[src/rtl/sisc_pkg.sv]
// SISC shared definitions: widths, instruction field positions
// and the prefetch-buffer state encoding.
package sisc_pkg;

  localparam int PC_W   = 16;
  localparam int IR_W   = 32;

  localparam int OPC_HI = 31;
  localparam int OPC_LO = 28;
  localparam int MM_HI  = 27;
  localparam int MM_LO  = 24;
  localparam int IMM_HI = 15;
  localparam int IMM_LO = 0;

  localparam int OPC_W  = OPC_HI - OPC_LO + 1;
  localparam int MM_W   = MM_HI - MM_LO + 1;
  localparam int IMM_W  = IMM_HI - IMM_LO + 1;

  typedef enum logic [1:0] {
    EMPTY,
    BUSY,
    FULL
  } fetch_state_t;

endpackage

[src/rtl/sisc_pc_next.sv]
// Next-PC mux/adder: PC+1, absolute imm, or PC+imm (mod 2^PC_W).
// Ports: pc, imm, pc_sel, br_sel in; pc_nxt out (combinational).
module sisc_pc_next
  import sisc_pkg::*;
(
  input  logic [PC_W-1:0]  pc,
  input  logic [IMM_W-1:0] imm,
  input  logic             pc_sel,
  input  logic             br_sel,
  output logic [PC_W-1:0]  pc_nxt
);

  logic [PC_W-1:0] ext;

  // imm is as wide as pc, so the plain add wraps
  // and handles negative offsets for free.
  assign ext = PC_W'(imm);

  always_comb begin
    pc_nxt = pc + PC_W'(1);
    if (pc_sel) begin
      if (br_sel) pc_nxt = ext;
      else        pc_nxt = pc + ext;
    end
  end

endmodule

[src/rtl/sisc_fetch.sv]
// SISC fetch stage: PC, one-entry tagged prefetch buffer, IR.
// Ports: FSM cmds in, im_req/im_addr/im_ack/im_rdata bus, pc/ir/fields/fetch_stall out.
module sisc_fetch
  import sisc_pkg::*;
(
  input  logic             clk,
  input  logic             rst_f,
  input  logic             pc_rst,
  input  logic             pc_write,
  input  logic             pc_sel,
  input  logic             br_sel,
  input  logic             ir_load,
  output logic             im_req,
  output logic [PC_W-1:0]  im_addr,
  input  logic             im_ack,
  input  logic [IR_W-1:0]  im_rdata,
  output logic [PC_W-1:0]  pc,
  output logic [IR_W-1:0]  ir,
  output logic [OPC_W-1:0] opcode,
  output logic [MM_W-1:0]  mm,
  output logic [IMM_W-1:0] imm,
  output logic             fetch_stall
);

  fetch_state_t    state;
  fetch_state_t    state_nxt;
  logic [PC_W-1:0] pc_nxt;
  logic [PC_W-1:0] pc_d;
  logic [PC_W-1:0] buf_addr;
  logic [IR_W-1:0] buf_data;
  logic            hit;

  assign opcode = ir[OPC_HI:OPC_LO];
  assign mm     = ir[MM_HI:MM_LO];
  assign imm    = ir[IMM_HI:IMM_LO];

  sisc_pc_next u_pc_next (
    .pc     (pc),
    .imm    (imm),
    .pc_sel (pc_sel),
    .br_sel (br_sel),
    .pc_nxt (pc_nxt)
  );

  // Value pc takes at the coming edge.
  always_comb begin
    pc_d = pc;
    if (pc_rst)        pc_d = '0;
    else if (pc_write) pc_d = pc_nxt;
  end

  assign hit         = (state == FULL) && (buf_addr == pc);
  assign fetch_stall = ir_load & ~hit;

  always_comb begin
    state_nxt = state;
    unique case (state)
      EMPTY: state_nxt = BUSY;
      BUSY: begin
        // Returned word is kept only if it is
        // for the pc we will have next cycle.
        if (im_ack)
          state_nxt = (im_addr == pc_d) ? FULL : EMPTY;
      end
      FULL: begin
        if ((ir_load && hit) || (pc_d != buf_addr))
          state_nxt = EMPTY;
      end
      default: state_nxt = EMPTY;
    endcase
  end

  always_ff @(posedge clk) begin
    if (rst_f) begin
      state    <= EMPTY;
      pc       <= '0;
      ir       <= '0;
      im_req   <= 1'b0;
      im_addr  <= '0;
      buf_addr <= '0;
      buf_data <= '0;
    end else begin
      state <= state_nxt;
      pc    <= pc_d;
      if (state == EMPTY) begin
        im_req  <= 1'b1;
        im_addr <= pc_d;
      end
      if (state == BUSY && im_ack) begin
        im_req   <= 1'b0;
        buf_data <= im_rdata;
        buf_addr <= im_addr;
      end
      if (ir_load && hit)
        ir <= buf_data;
    end
  end

endmodule

[config.mk]
export PLATFORM = sky130hd
export DESIGN_NAME = sisc_fetch
export DESIGN_NICKNAME = d
export VERILOG_FILES = /design/src/rtl/sisc_pkg.sv /design/src/rtl/sisc_pc_next.sv /design/src/rtl/sisc_fetch.sv
export SDC_FILE = /design/constraint.sdc
export NUM_CORES = 1
export LEC_CHECK = 0
export CAP_MARGIN = 20
export CORE_MARGIN = 10
export CORE_UTILIZATION = 54
export CTS_CLUSTER_DIAMETER = 30
export DETAILED_ROUTE_END_ITERATION = 7
export GPL_ROUTABILITY_DRIVEN = 0
export HOLD_SLACK_MARGIN = 0.03
export PLACE_DENSITY = 0.83
export SYNTH_ARGS = -nofsm -noshare
export SYNTH_HDL_FRONTEND = slang
export SYNTH_SLANG_ARGS = --single-unit
[constraint.sdc]
create_clock -name clk -period 4.5 [get_ports clk]
set_input_delay 0.45 -clock clk [delete_from_list [all_inputs] [get_ports clk]]
set_output_delay 0.45 -clock clk [all_outputs]
set_load 0.05 [all_outputs]
# After elaboration in Yosys (flattened, before gate mapping)
# Cells that the tools add are included.
# op_classes
n_mux	8
bitwise_logic	2
addsub	2
reduce_logical	7
n_eq_ne	7
# ops
op	count
16-bit 2-to-1 mux	4
16-bit == test	2
16-bit by 1-bit adder with 16-bit output, second input constant	1
16-bit adder	1
16-bit != test	1
2-bit 2-to-1 mux	3
2-bit one-hot mux with 3 select lines	1
1-bit logical AND	3
2-bit by 1-bit == test with 1-bit output, second input constant	1
2-bit == test, second input constant	1
2-bit logical NOT	1
2-bit by 1-bit != test with 1-bit output, second input constant	1
2-bit != test, second input constant	1
2-bit AND reduction	1
2-bit OR reduction	1
1-bit bitwise AND	1
1-bit logical OR	1
1-bit NOT	1
# totals
word_cells	33
out_inout_bits	90
inputBits	40
ff_bits	115

# Depth between registers and ports, before layout
# depth
depth_word	9
depth_mapped	14
depth_no_buf	14

# Cells and area by module
# From an unflattened synthesis, not the netlist that was laid out.
# hier_totals
hier_cells	735
area_unflattened_um2	6122.1
# modules_own_cells
module	seq_area_each_um2	cells_per_inst	area_per_inst_um2	instances
sisc_fetch	2302.2	557	4799.6	1
sisc_pc_next	0.0	178	1322.5	1

# Least setup slack after synthesis
# No wires, ideal clock.
# synth_timing
kind	reg2reg
from	reg pc[1]
to	reg state[1]
path_stages_with_launch	14
synth_period_minus_slack_ns	3.662
arrival_ns	3.604
required_time_ns	4.442
path_buffers	0
slack_ns	0.838
setup_ns	0.058
cell_sequence	dfxtp_1 > inv_1 > fa_1 > nand2b_1 > o2bb2ai_1 > or4_1 > a31oi_2 > xor2_1 > a2111oi_0 > o211ai_1 > nor3_1 > nand4_2 > o22ai_1 > mux2_2
# synth_via
elab_chain_cells	9
elab_cells_between_ends	17
cone_classes	2 x add/sub; 4 x eq/ne; 7 x mux; 4 x reduce/logical
# synth_rtl
item	line_no	source
start, declared	sisc_fetch.sv:17	output logic [PC_W-1:0] pc,
start signal, assigned	sisc_fetch.sv:84	pc <= pc_d;
16-bit adder	sisc_pc_next.sv:23	else pc_nxt = pc + ext;
16-bit 2-to-1 mux	sisc_pc_next.sv:22	if (br_sel) pc_nxt = ext;
16-bit 2-to-1 mux	sisc_pc_next.sv:21	if (pc_sel) begin
16-bit 2-to-1 mux	sisc_fetch.sv:49	else if (pc_write) pc_d = pc_nxt;
16-bit 2-to-1 mux	sisc_fetch.sv:48	if (pc_rst) pc_d = '0;
16-bit == test or 16-bit != test (tied branches)	sisc_fetch.sv:63, sisc_fetch.sv:66	
2-bit 2-to-1 mux or 1-bit logical OR (tied branches)	sisc_fetch.sv:63, sisc_fetch.sv:66	
2-bit 2-to-1 mux or 2-bit by 1-bit != test with 1-bit output (tied branches)	-	
2-bit one-hot mux with 3 select lines or 2-bit AND reduction (tied branches)	-	
end signal, assigned	sisc_fetch.sv:83	state <= state_nxt;
end, declared	sisc_fetch.sv:25	fetch_state_t state;
# Parallel ways exist; a longest one is shown, timed or not. The select of a mux whose other input is x is not followed.
# A chain may end at the register's enable or synchronous reset.

# Worst setup path after layout
# layout_timing
from	reg pc[0]
to	reg state[1]
# The elaborated chain is that of the path after synthesis.

==> qor.yml <==
timing:
  slew_headroom: 0.2458
  rsz0062_at_grt: "false"
  worst_pin_slew_ps: 1117
  setup_viol_count_final: 0
  whs_ps: 427.7
  post-route-period-util: 0.9145
  final.setup.tns_ps: 0
  report.final.slew_viol_count: 0
  hold_violations: 0
  setup_slack_ps: 384.8
  finClkSkew_ps: 7.530
  max_freq_ghz: 0.2430
  fin_crit_ps: 4115
routing:
  drc: 34
  routed_wirelength_microns: 26490
  via_per_inst: 6.444
  dr_total_vias: 7920
  dr.pass1.iters: 8
  avgRoutedWirePerCell_microns: 21.56
  postRouteAntennaNets: 0
  drt-initial-drc-count: 1457
final_layout:
  multi_input_comb_area_sq_um: 4517
  antenna_cells: 0
  fin_area_sq_um: 9279
  fillers: 1084
  seqCellArea_sq_um: 2302
  final_nets: 1097
  layout-drive-gt1-share: 0.08737
  areaGrowthSynthToFinish_pct: 24.47
global_routing:
  grt_pass1_wl_microns: 40380
  grt_use_total: 0.2729
  grt-ovfl-total: 0
  antenna_found_initial: 0
  grt_pass1_vias: 7314
  grt_max_degree: 83
worst_setup_path:
  slowest_stage: "dfxtp_1"
  required_ps: 4870
  arrival_ps: 4490
  critPathMaxStageDelay_ps: 550
  worstRegToRegCells: 14
  crit_fanout: 11
  worst_setup_path_end_kind: "flop"
  cp-start-kind: "flop"
  crit_path_cell_trace: "ha_1 > inv_1 > fa_1 > nand2b_1 > o2bb2ai_1 > or4_1 > a31oi_2 > xor2_1 > a2111oi_0 > o211ai_1 > nor3_1 > nand4_2 > o22ai_1 > mux2_2"
  worst-setup-path-type: "reg2reg"
yosys:
  synth.avg_cell_area_sq_um: 7.725
  syn_inst: 965
  synth_top_cell_by_area: "dfxtp_1"
  synth_most_common_cell: "nand2_1"
  yosysSeqAreaShare: 0.3088
  synth_area_sq_um: 7455
  synth_fp_nets: 1022
  netlist-cell-type-count: 99
  ys_warn_count: 0
  ys_ff_latch: 115
  synthTopCellsByCount: "nand2_1 (153), dfxtp_1 (115), nor2_1 (95)"
  synth_flop_cell: "dfxtp_1"
  synthTopCellsByArea: "dfxtp_1 (31%), nand2_1 (7.7%), a21oi_1 (5.8%)"
  synth_top_cell_area_share: 0.3088
  synth_edf_count: 0
  synth-async-reset-ratio: 0
power:
  pwr-share-comb: 0.111
  p_sw_mw: 0.7318
  clkPwrFrac: 0.519
  intPower_mw: 2.168
  peakVddDrop_uv: 307.7
  powerDensity_nw_per_um2: 312.6
  power.share.switching: 0.2523
  p_seq_frac: 0.370
  p_leak_nw: 3.256
clocking:
  cts_setup_buffers: 0
  cts_hold_buf: 0
  clkTransAtPathRegs_ps: 60
  cts_resized: 0
  clock-sinks: 115
  clkLatencyLatePin_ps: 430
  htreeDepth: 4
  cts_made_buffers: 17
  clockBufferDepth: 2
  cts_tree: "built"
  cts_root_buffer: "clkbuf_16"
floorplanning:
  pin_count: 130
  start_util: 0.5563
  fp.coreArea_sq_um: 13400
  die_w_microns: 137.5
  die_y_microns: 137.5
  row_count: 42
  dieArea_sq_um: 18900
placement:
  pre_cts_ws_ps: 555.6
  dpl-instance-area_sq_um: 8587
  io_buffers: 129
  dp_hpwl_microns: 18360
run:
  drv_cap: 0
run_status:
  violations: "design-rule violations"
  outcome: "finished, violations left"
worst_hold_path:
  hold_class: "in2reg"
  hold_path_depth: 2
registers in the layout, summed over array words and instances, names as in the netlist:
register,cells
buf_data,32
ir,32
state,2
buf_addr,16
im_req,1
pc,16
im_addr,16
power groups by stage:
stage	Combinational [mW]	Sequential, mW	Clock (mW)
after floorplan	0.185	1.10	0
after global placement	0.301	1.09	0
after global routing	0.340	1.07	1.56
after CTS	0.308	1.07	1.51
after detailed placement	0.304	1.09	0
final	0.321	1.07	1.51
worst paths after layout:
kind	endpoint	slack [ps]	startpoint
worst max-delay path	state[1]	380	pc[0]
worst min-delay path	im_addr[13]	430	rst_f
worst max register to register	state[1]	380	pc[0]
worst min register to register	buf_data[27]	450	buf_data[27]
final cells by class:
class | count | share of cell area
clock buffer | 22 | 0.05326
clock inverter | 10 | 0.01834
inverter | 25 | 0.01011
multi-input combinational | 729 | 0.4868
sequential | 115 | 0.2481
tap | 176 | 0.02373
timing repair buffer | 152 | 0.1597
layer usage:
layer  GRT usage  part of all wire
met3      0.1020              0.15
met4      0.1499             0.052
met1      0.3408              0.37
met2      0.3968              0.43
met5           0                 0
cells in the final DEF (no fill, tap or decap), types with 16 or more instances in the layout:
cell,count
o21ai_0,27
nand3_1,25
clkbuf_16,17
nor2b_1,24
clkdlybuf4s50_1,128
buf_4,23
a21oi_1,86
ha_1,16
nand2_1,153
inv_1,24
nor3_1,20
xnor2_1,24
mux2i_1,39
nor2_1,94
nand4_1,16
dfxtp_1,115
kinds of logic after synthesis:
group / after synthesis / share of synthesized area
AND/OR/NAND/NOR: 409 / 0.2737
AO/OA/AOI/OAI: 231 / 0.2081
buffers and inverters: 121 / 0.08828
flip-flops: 115 / 0.3088
multiplexers: 40 / 0.05388
XOR/XNOR: 32 / 0.03760
adder cells (fa/ha/maj): 17 / 0.02954
stage by stage:
step / total power [mW] / instances / util
floorplan: 1.290 / 965 / -
global placement: 1.392 / 1196 / 0.6408
detailed placement: 1.395 / 1196 / 0.6408
CTS: 2.888 / 1228 / 0.6904
global route: 2.975 / 1229 / 0.6924
finish: 2.900 / 1229 / 0.6924
worst max-delay path, delay by kind of cell (launching register included):
kind                     cells  cell delay (ps)
XOR/XNOR                     1              120
adder cells (fa/ha/maj)      2              650
buffers and inverters        1               60
flip-flops                   1              550
multiplexers                 1              180
AND/OR/NAND/NOR              4             1120
AO/OA/AOI/OAI                5             1400
No activity file was read; power rests on OpenSTA's default activity.
